**src/rtl/can_field_bit_counter.sv**
```systemverilog
// Tracks the bit position inside the current frame field.
// o_idx is the index of the sample being taken this cycle.
module can_field_bit_counter #(
  parameter int FIELD_W = 5
) (
  input  logic               i_Clock,
  input  logic               i_Reset,
  input  logic               i_Sample,
  input  logic [FIELD_W-1:0] i_field,
  output logic [3:0]         o_idx
);

  logic [FIELD_W-1:0] prev_q;
  logic [3:0]         idx_q;
  logic [3:0]         idx_d;

  // A field change counts from zero on its first sample, even
  // when the change and the strobe land in the same cycle.
  always_comb begin
    idx_d = idx_q;
    if (i_field != prev_q) begin
      idx_d = 4'd0;
    end else if (idx_q != 4'd15) begin
      idx_d = idx_q + 4'd1;
    end
  end

  assign o_idx = idx_d;

  always_ff @(posedge i_Clock or posedge i_Reset) begin
    if (i_Reset) begin
      prev_q <= '0;
      idx_q  <= 4'd0;
    end else if (i_Sample) begin
      prev_q <= i_field;
      idx_q  <= idx_d;
    end
  end

endmodule

```
**config.mk**
```make
export PLATFORM = sky130hd
export DESIGN_NAME = can_field_bit_counter
export DESIGN_NICKNAME = d
export VERILOG_FILES = /design/src/rtl/can_field_bit_counter.sv
export SDC_FILE = /design/constraint.sdc
export NUM_CORES = 1
export LEC_CHECK = 0
export CELL_PAD_IN_SITES_DETAIL_PLACEMENT = 1
export CELL_PAD_IN_SITES_GLOBAL_PLACEMENT = 1
export CORE_AREA = 2 2 39 41
export CTS_CLUSTER_DIAMETER = 200
export DETAILED_ROUTE_END_ITERATION = 6
export DIE_AREA = 0 0 41 43
export DONT_BUFFER_PORTS = 1
export GPL_TIMING_DRIVEN = 0
export PLACE_DENSITY = 0.69
export RECOVER_POWER = 50
export SYNTH_ARGS = -nofsm -noshare
export SYNTH_HDL_FRONTEND = slang
export SYNTH_SLANG_ARGS = --single-unit
```
**constraint.sdc**
```tcl
create_clock -name i_Clock -period 1.4 [get_ports i_Clock]
set_input_delay 0 -clock i_Clock [delete_from_list [all_inputs] [get_ports i_Clock]]
set_output_delay 0 -clock i_Clock [all_outputs]
set_load 0.02 [all_outputs]
```
==> run_results.csv, run 1 <==
group,metric,value,unit
synthesis,synth_fp_nets,61,
global_routing,grt_pass1_wl,1938,µm
placed_design,portBuffers,0,
placed_design,postPlaceCellArea,565.5,µm²
timing,setup_violations,6,
global_routing,grt_pass1_vias,453,
placed_design,place_inst,68,
setup_path,critical_path_class,"reg -> out",
timing,slew_headroom,73.13,%
global_routing,grt_overflow,0,
clock_tree,cts.sinks,9,
die,core,0.001384,mm²
pwr,p_clk_share,33.8,%
route,antenna_left,0,
run_status,status,"complete, but fails checks",
route,wire_per_inst,13.79,µm
timing,tightest_slew,0.4016,ns
layout,drive_gt1_share,35.38,%
pwr,sw_frac_of_total,27.16,%
pwr,pwr-share-seq,47.7,%
run_status,violations,"setup timing",
pwr,power.density,821.9,mW/mm²
synthesis,ys_ff_latch,9,
die,rows,14,
synthesis,synth_area,540.5,µm²
synthesis,yosysWarnings,0,
clock_tree,cts_max_level,1,
layout,seq_area,225.2,µm²
timing,whs,0.1573,ns
global_routing,grt_max_degree,10,
setup_path,critPathLaunchType,"flop",
global_routing,track_usage,17.18,%
route,dr.pass1.iters,4,
pwr,p_sw,0.0001645,W
setup_path,required,1.40,ns
synthesis,ys_seq_area_share,41.67,%
die,io_pins,12,
timing,rsz0062_at_grt,"yes",
clock_tree,clk_pin_slew,0.06,ns
synthesis,syn_inst,52,
clock_tree,cts-root-buf,"clkbuf_4",
layout,antenna_cells,0,
route,drt_iter0_drc,2,
synthesis,yosys.area.top_type,"dfrtp_1",
die,die_x,41,µm
layout,nets,75,
timing,min_period,1.462,ns
setup_path,crit_path_end_kind,"output pin",
layout,final_area,737.0,µm²
route,drc,0,
layout,multi_input_area,364.1,µm²
setup_path,critPathArrivalTime,1.46,ns
timing,min_period_over_period,104.4,%
pwr,cell_internal_pwr,0.0004412,W
timing,finalSetupTns,-0.2125,ns
die,start_util,39.06,%
die,dieArea,0.001763,mm²
timing,finalWorstSetupSlack,-0.06162,ns
route,wirelength,1117,µm
clock_tree,cts_made_buffers,3,
pwr,vdd_drop_max,0.5497,mV
synthesis,ys_types,22,
synthesis,synth_area_per_cell,10.39,µm²
synthesis,synth.area.top_cells,"dfrtp_1 42%, mux2_2 10%, xor2_1 8.1%, o31ai_4 3.9%, mux2i_1 3.7%",
layout,finalNonFillerCells,81,
route,via_per_inst,5.173,
route,via_count,419,
timing,finalHoldViolCount,0,
timing,fmax,684.2,MHz
synthesis,synth_top_area_share,41.67,%
worst_hold_path,holdCritPathClass,"in -> async",
clock_tree,clkLatencyLatePin,0.26,ns
run,maxCapViolCount,0,
setup_path,worstPathMaxFanout,5,
pwr,combPwrFrac,18.5,%
clock_tree,clk_path_buf_depth,2,
clock_tree,cts_tree,"yes",
layout,fillCellCount,152,
timing,skew,0.001954,ns
timing,slew_violations,0,
die,die_h,43,µm
placed_design,place_hpwl,734.2,µm
pwr,p_leak,0.2903,nW
global_routing,antenna_found_initial,0,
layout,syn_to_final_growth,36.34,%
placed_design,gp_congestion,0.6320,
placed cells by master (no fill, tap or decap), drive strengths merged, types with 3 or more instances in the layout:
| master | netlist | layout |
|---|---|---|
| dlygate4sd3 | 0 | 6 |
| clkbuf | 1 | 5 |
| inv | 4 | 4 |
| dfrtp | 9 | 9 |
| nand2 | 6 | 6 |
| mux2 | 5 | 5 |
| buf | 0 | 3 |
| nor2 | 5 | 5 |
| xor2 | 5 | 5 |
cells by family (layout without fill, tap and decap cells):
family                   count (synthesis)  after routing  synth area share, %
AND/OR/NAND/NOR                         18             18                18.29
AO/OA/AOI/OAI                            6              6                10.42
multiplexers                             7              7                14.12
buffers and inverters                    5             18                3.471
flip-flops                               9              9                41.67
XOR/XNOR                                 6              6                9.722
adder cells (fa/ha/maj)                  1              1                2.314
metal layers:
layer,global-route usage (%),share of wire (%),vias to the layer above
met5,0,0,-
met4,14.00,4.0,0
met3,1.571,3.0,5
met2,25.94,49,12
met1,20.82,44,200
li1,-,-,202
stage by stage:
stage,utilization (%),setup slack [ns],total power (W)
after detailed placement,40.87,0.03360,0.0003743
after CTS,53.25,-0.06983,0.0006195
final,53.25,-0.06162,0.0006057
after floorplan,-,0.1450,0.0003607
after global routing,53.25,-0.1650,0.0006424
after global placement,40.87,0.04306,0.0003707
what timing repair did:
action | 4_1_cts | 5_1_grt
gates resized for setup | 12 | 0
endpoints found under the hold margin | 14 | 0
endpoints found under the setup margin | 4 | 8
pin swaps | 6 | 1
hold buffers | 6 | 0
setup buffers | 3 | 0
synth_stat cells (all sizes together):
library cell / count
a31oi: 1
nand2b: 1
nand3: 2
a21oi: 2
dfrtp: 9
mux2i: 2
ha: 1
xor2: 5
clkbuf: 1
o31ai: 2
nand4: 1
inv: 4
and3: 1
nor2: 5
nand2: 6
mux2: 5
nor3: 2
o22ai: 1
xnor2: 1
sequential cells by signal, indices dropped and copies added (netlist names):
name / count
idx_q: 4
prev_q: 5
area by class of cell:
type                    count  area share [%]
plain buffers               1          0.5093
clock buffers               4           3.565
inverters                   4           2.037
multi-input cells          38           49.41
flip-flops and latches      9           30.56
well taps                  16           2.716
repair buffers              9           11.21
final timing paths:
check / from / to / slack, ns / cells after the start
worst min register to register: prev_q[1] / prev_q[1] / 0.53 / 1
worst max register to register: prev_q[0] / idx_q[2] / -0.03 / 5
worst max-delay path: prev_q[0] / o_idx[2] / -0.06 / 4
max in group asynchronous: i_Reset / idx_q[3] / 0.98 / 2
worst min-delay path: i_Reset / prev_q[0] / 0.16 / 2
min in group i_Clock: i_field[2] / idx_q[1] / 0.20 / 4
power groups by stage:
| stage | Sequential, W | Clock [W] | Combinational (W) |
|---|---|---|---|
| after global routing | 0.000291 | 0.000226 | 0.000126 |
| after floorplan | 0.000290 | 0 | 0.0000705 |
| after detailed placement | 0.000293 | 0 | 0.0000810 |
| after CTS | 0.000289 | 0.000218 | 0.000112 |
| final | 0.000289 | 0.000205 | 0.000112 |
| after global placement | 0.000292 | 0 | 0.0000790 |
critical path: stages (launching register included):
cell and delay, ns:
dfrtp_1 0.41, xor2_2 0.17, nor3_4 0.25, nand2_4 0.13, nor3_4 0.23
Note: power is estimated with default switching activity, not from simulation.
==> run 2: changes to the inputs <==
- MAX_ROUTING_LAYER: default -> met4
==> run_results.csv, run 2 (synthesis results as in run 1) <==
group,metric,value,unit
die,rows,14,
route,drt_iter0_drc,2,
pwr,cell_internal_pwr,0.0004413,W
route,via_count,415,
pwr,power.density,824.5,mW/mm²
route,wire_per_inst,13.85,µm
clock_tree,cts_tree,"yes",
timing,slew_violations,0,
setup_path,critPathTopFamily,"simple AND/OR/NAND/NOR gates",
timing,skew,0.004334,ns
route,wirelength,1122,µm
clock_tree,clk_pin_slew,0.06,ns
die,die_h,43,µm
setup_path,slowest_delay,0.41,ns
worst_hold_path,holdCritPathClass,"in -> async",
route,via_per_inst,5.123,
timing,tightest_slew,0.4016,ns
placed_design,portBuffers,0,
pwr,vdd_drop_max,0.5487,mV
layout,layout_common_cells,"9 x dfrtp_1, 6 x dlygate4sd3_1, 5 x mux2_2, 5 x nand2_1",
layout,seq_area,225.2,µm²
pwr,pwr-share-seq,47.6,%
pwr,sw_frac_of_total,27.38,%
global_routing,grt_max_degree,10,
placed_design,gp_congestion,0.6371,
setup_path,critical_path_class,"reg -> out",
global_routing,grt_pass1_vias,459,
global_routing,antenna_found_initial,0,
timing,finalHoldViolCount,0,
pwr,p_clk_share,34.0,%
layout,syn_to_final_growth,36.34,%
clock_tree,cts_made_buffers,3,
setup_path,critPathArrivalTime,1.47,ns
pwr,p_leak,0.2903,nW
timing,min_period_over_period,104.7,%
pwr,p_sw,0.0001664,W
timing,setup_violations,6,
route,drc,0,
run,maxCapViolCount,0,
die,die_x,41,µm
setup_path,crit_path_frequent_cell,"nor3_4",
timing,finalWorstSetupSlack,-0.06594,ns
setup_path,cp_num_buf_inv,0,
setup_path,crit_chain,"xor2_2, nor3_4, nand2_4, nor3_4",
die,io_pins,12,
layout,regMostFlops,"prev_q",
layout,fillCellCount,152,
route,antenna_left,0,
run_status,violations,"setup timing",
layout,top_regs,"prev_q x5, idx_q x4",
pwr,combPwrFrac,18.4,%
timing,fmax,682.2,MHz
placed_design,place_hpwl,734.2,µm
timing,min_period,1.466,ns
setup_path,critPathLaunchType,"flop",
setup_path,crit_path_end_kind,"output pin",
setup_path,worstPathMaxFanout,5,
layout,antenna_cells,0,
global_routing,grt_overflow,0,
layout,final_common_cell,"dfrtp_1",
setup_path,cpMaxStageDelayCell,"dfrtp_1",
setup_path,required,1.40,ns
clock_tree,clk_path_buf_depth,2,
layout,final_area,737.0,µm²
placed_design,postPlaceCellArea,565.5,µm²
global_routing,grt_pass1_wl,1945,µm
timing,slew_headroom,73.13,%
layout,largest_reg_flops,5,
die,start_util,39.06,%
die,core,0.001384,mm²
layout,multi_input_area,364.1,µm²
layout,nets,75,
global_routing,track_usage,17.61,%
timing,rsz0062_at_grt,"yes",
clock_tree,clkLatencyLatePin,0.27,ns
clock_tree,cts.sinks,9,
route,dr.pass1.iters,4,
die,dieArea,0.001763,mm²
timing,finalSetupTns,-0.2378,ns
clock_tree,cts-root-buf,"clkbuf_4",
layout,drive_gt1_share,35.38,%
clock_tree,cts_max_level,1,
run_status,status,"complete, but fails checks",
==> run 2: path summary, 6_finish.rpt <==
kind / start / end / slack [ns] / cells past startpoint
setup / recovery: prev_q[0] / o_idx[2] / -0.07 / 4
hold / removal: i_Reset / prev_q[0] / 0.16 / 2
setup reg to reg: prev_q[0] / idx_q[2] / -0.04 / 5
hold reg to reg: prev_q[1] / prev_q[1] / 0.53 / 1
max in group asynchronous: i_Reset / idx_q[3] / 0.98 / 2
min in group i_Clock: i_field[2] / idx_q[1] / 0.20 / 4
==> run 2: final cells by class <==
cell class	count	share of cell area (%)
multi-input cells	38	49.41
well taps	16	2.716
repair buffers	9	11.21
inverters	4	2.037
plain buffers	1	0.5093
clock buffers	4	3.565
flip-flops and latches	9	30.56
==> run 2: worst register-to-register path, delay by kind of cell, from the launching register on <==
family	cells	cell delay (ns)
buffers and inverters	1	0.17
DFF	1	0.41
AOI/OAI and AO/OA	1	0.22
and+or+nand+nor	2	0.38
xor gates and xnor gates	1	0.18
==> run 2: timing repair <==
action | in CTS | in global routing
setup endpoints to repair | 4 | 8
endpoints found under the hold margin | 14 | 0
hold buffers | 6 | 0
pin swaps | 6 | 1
buffers inserted | 3 | 0
gates resized for setup | 12 | 0
==> run 2: metal layers <==
metal  track usage (%)  part of all wire (%)  vias up
li1                  -                     -      202
met1             21.16                    45      196
met2             25.62                    47       12
met3             1.571                   3.5        5
met4             14.00                   4.0        0
met5                 -                     0        -
==> run 2: per-stage QoR <==
stage | hold WS (ns) | std cells | util [%] | setup slack (ns) | total power (W)
CTS | 0.1453 | 81 | 53.25 | -0.06983 | 0.0006195
global route | 0.1904 | 81 | 53.25 | -0.1650 | 0.0006425
finish | 0.1561 | 81 | 53.25 | -0.06594 | 0.0006076
global placement | -0.1205 | 68 | 40.87 | 0.04306 | 0.0003707
floorplan | -0.1721 | 52 | - | 0.1450 | 0.0003607
detailed placement | -0.1218 | 68 | 40.87 | 0.03360 | 0.0003743
==> run 2: power by group through the flow <==
stage          Sequential, W  Combinational [W]  Clock, W
2_1_floorplan       0.000290          0.0000705         0
5_1_grt             0.000291           0.000126  0.000226
4_1_cts             0.000289           0.000112  0.000218
6_report            0.000289           0.000112  0.000207
3_5_place_dp        0.000293          0.0000810         0
3_3_place_gp        0.000292          0.0000790         0
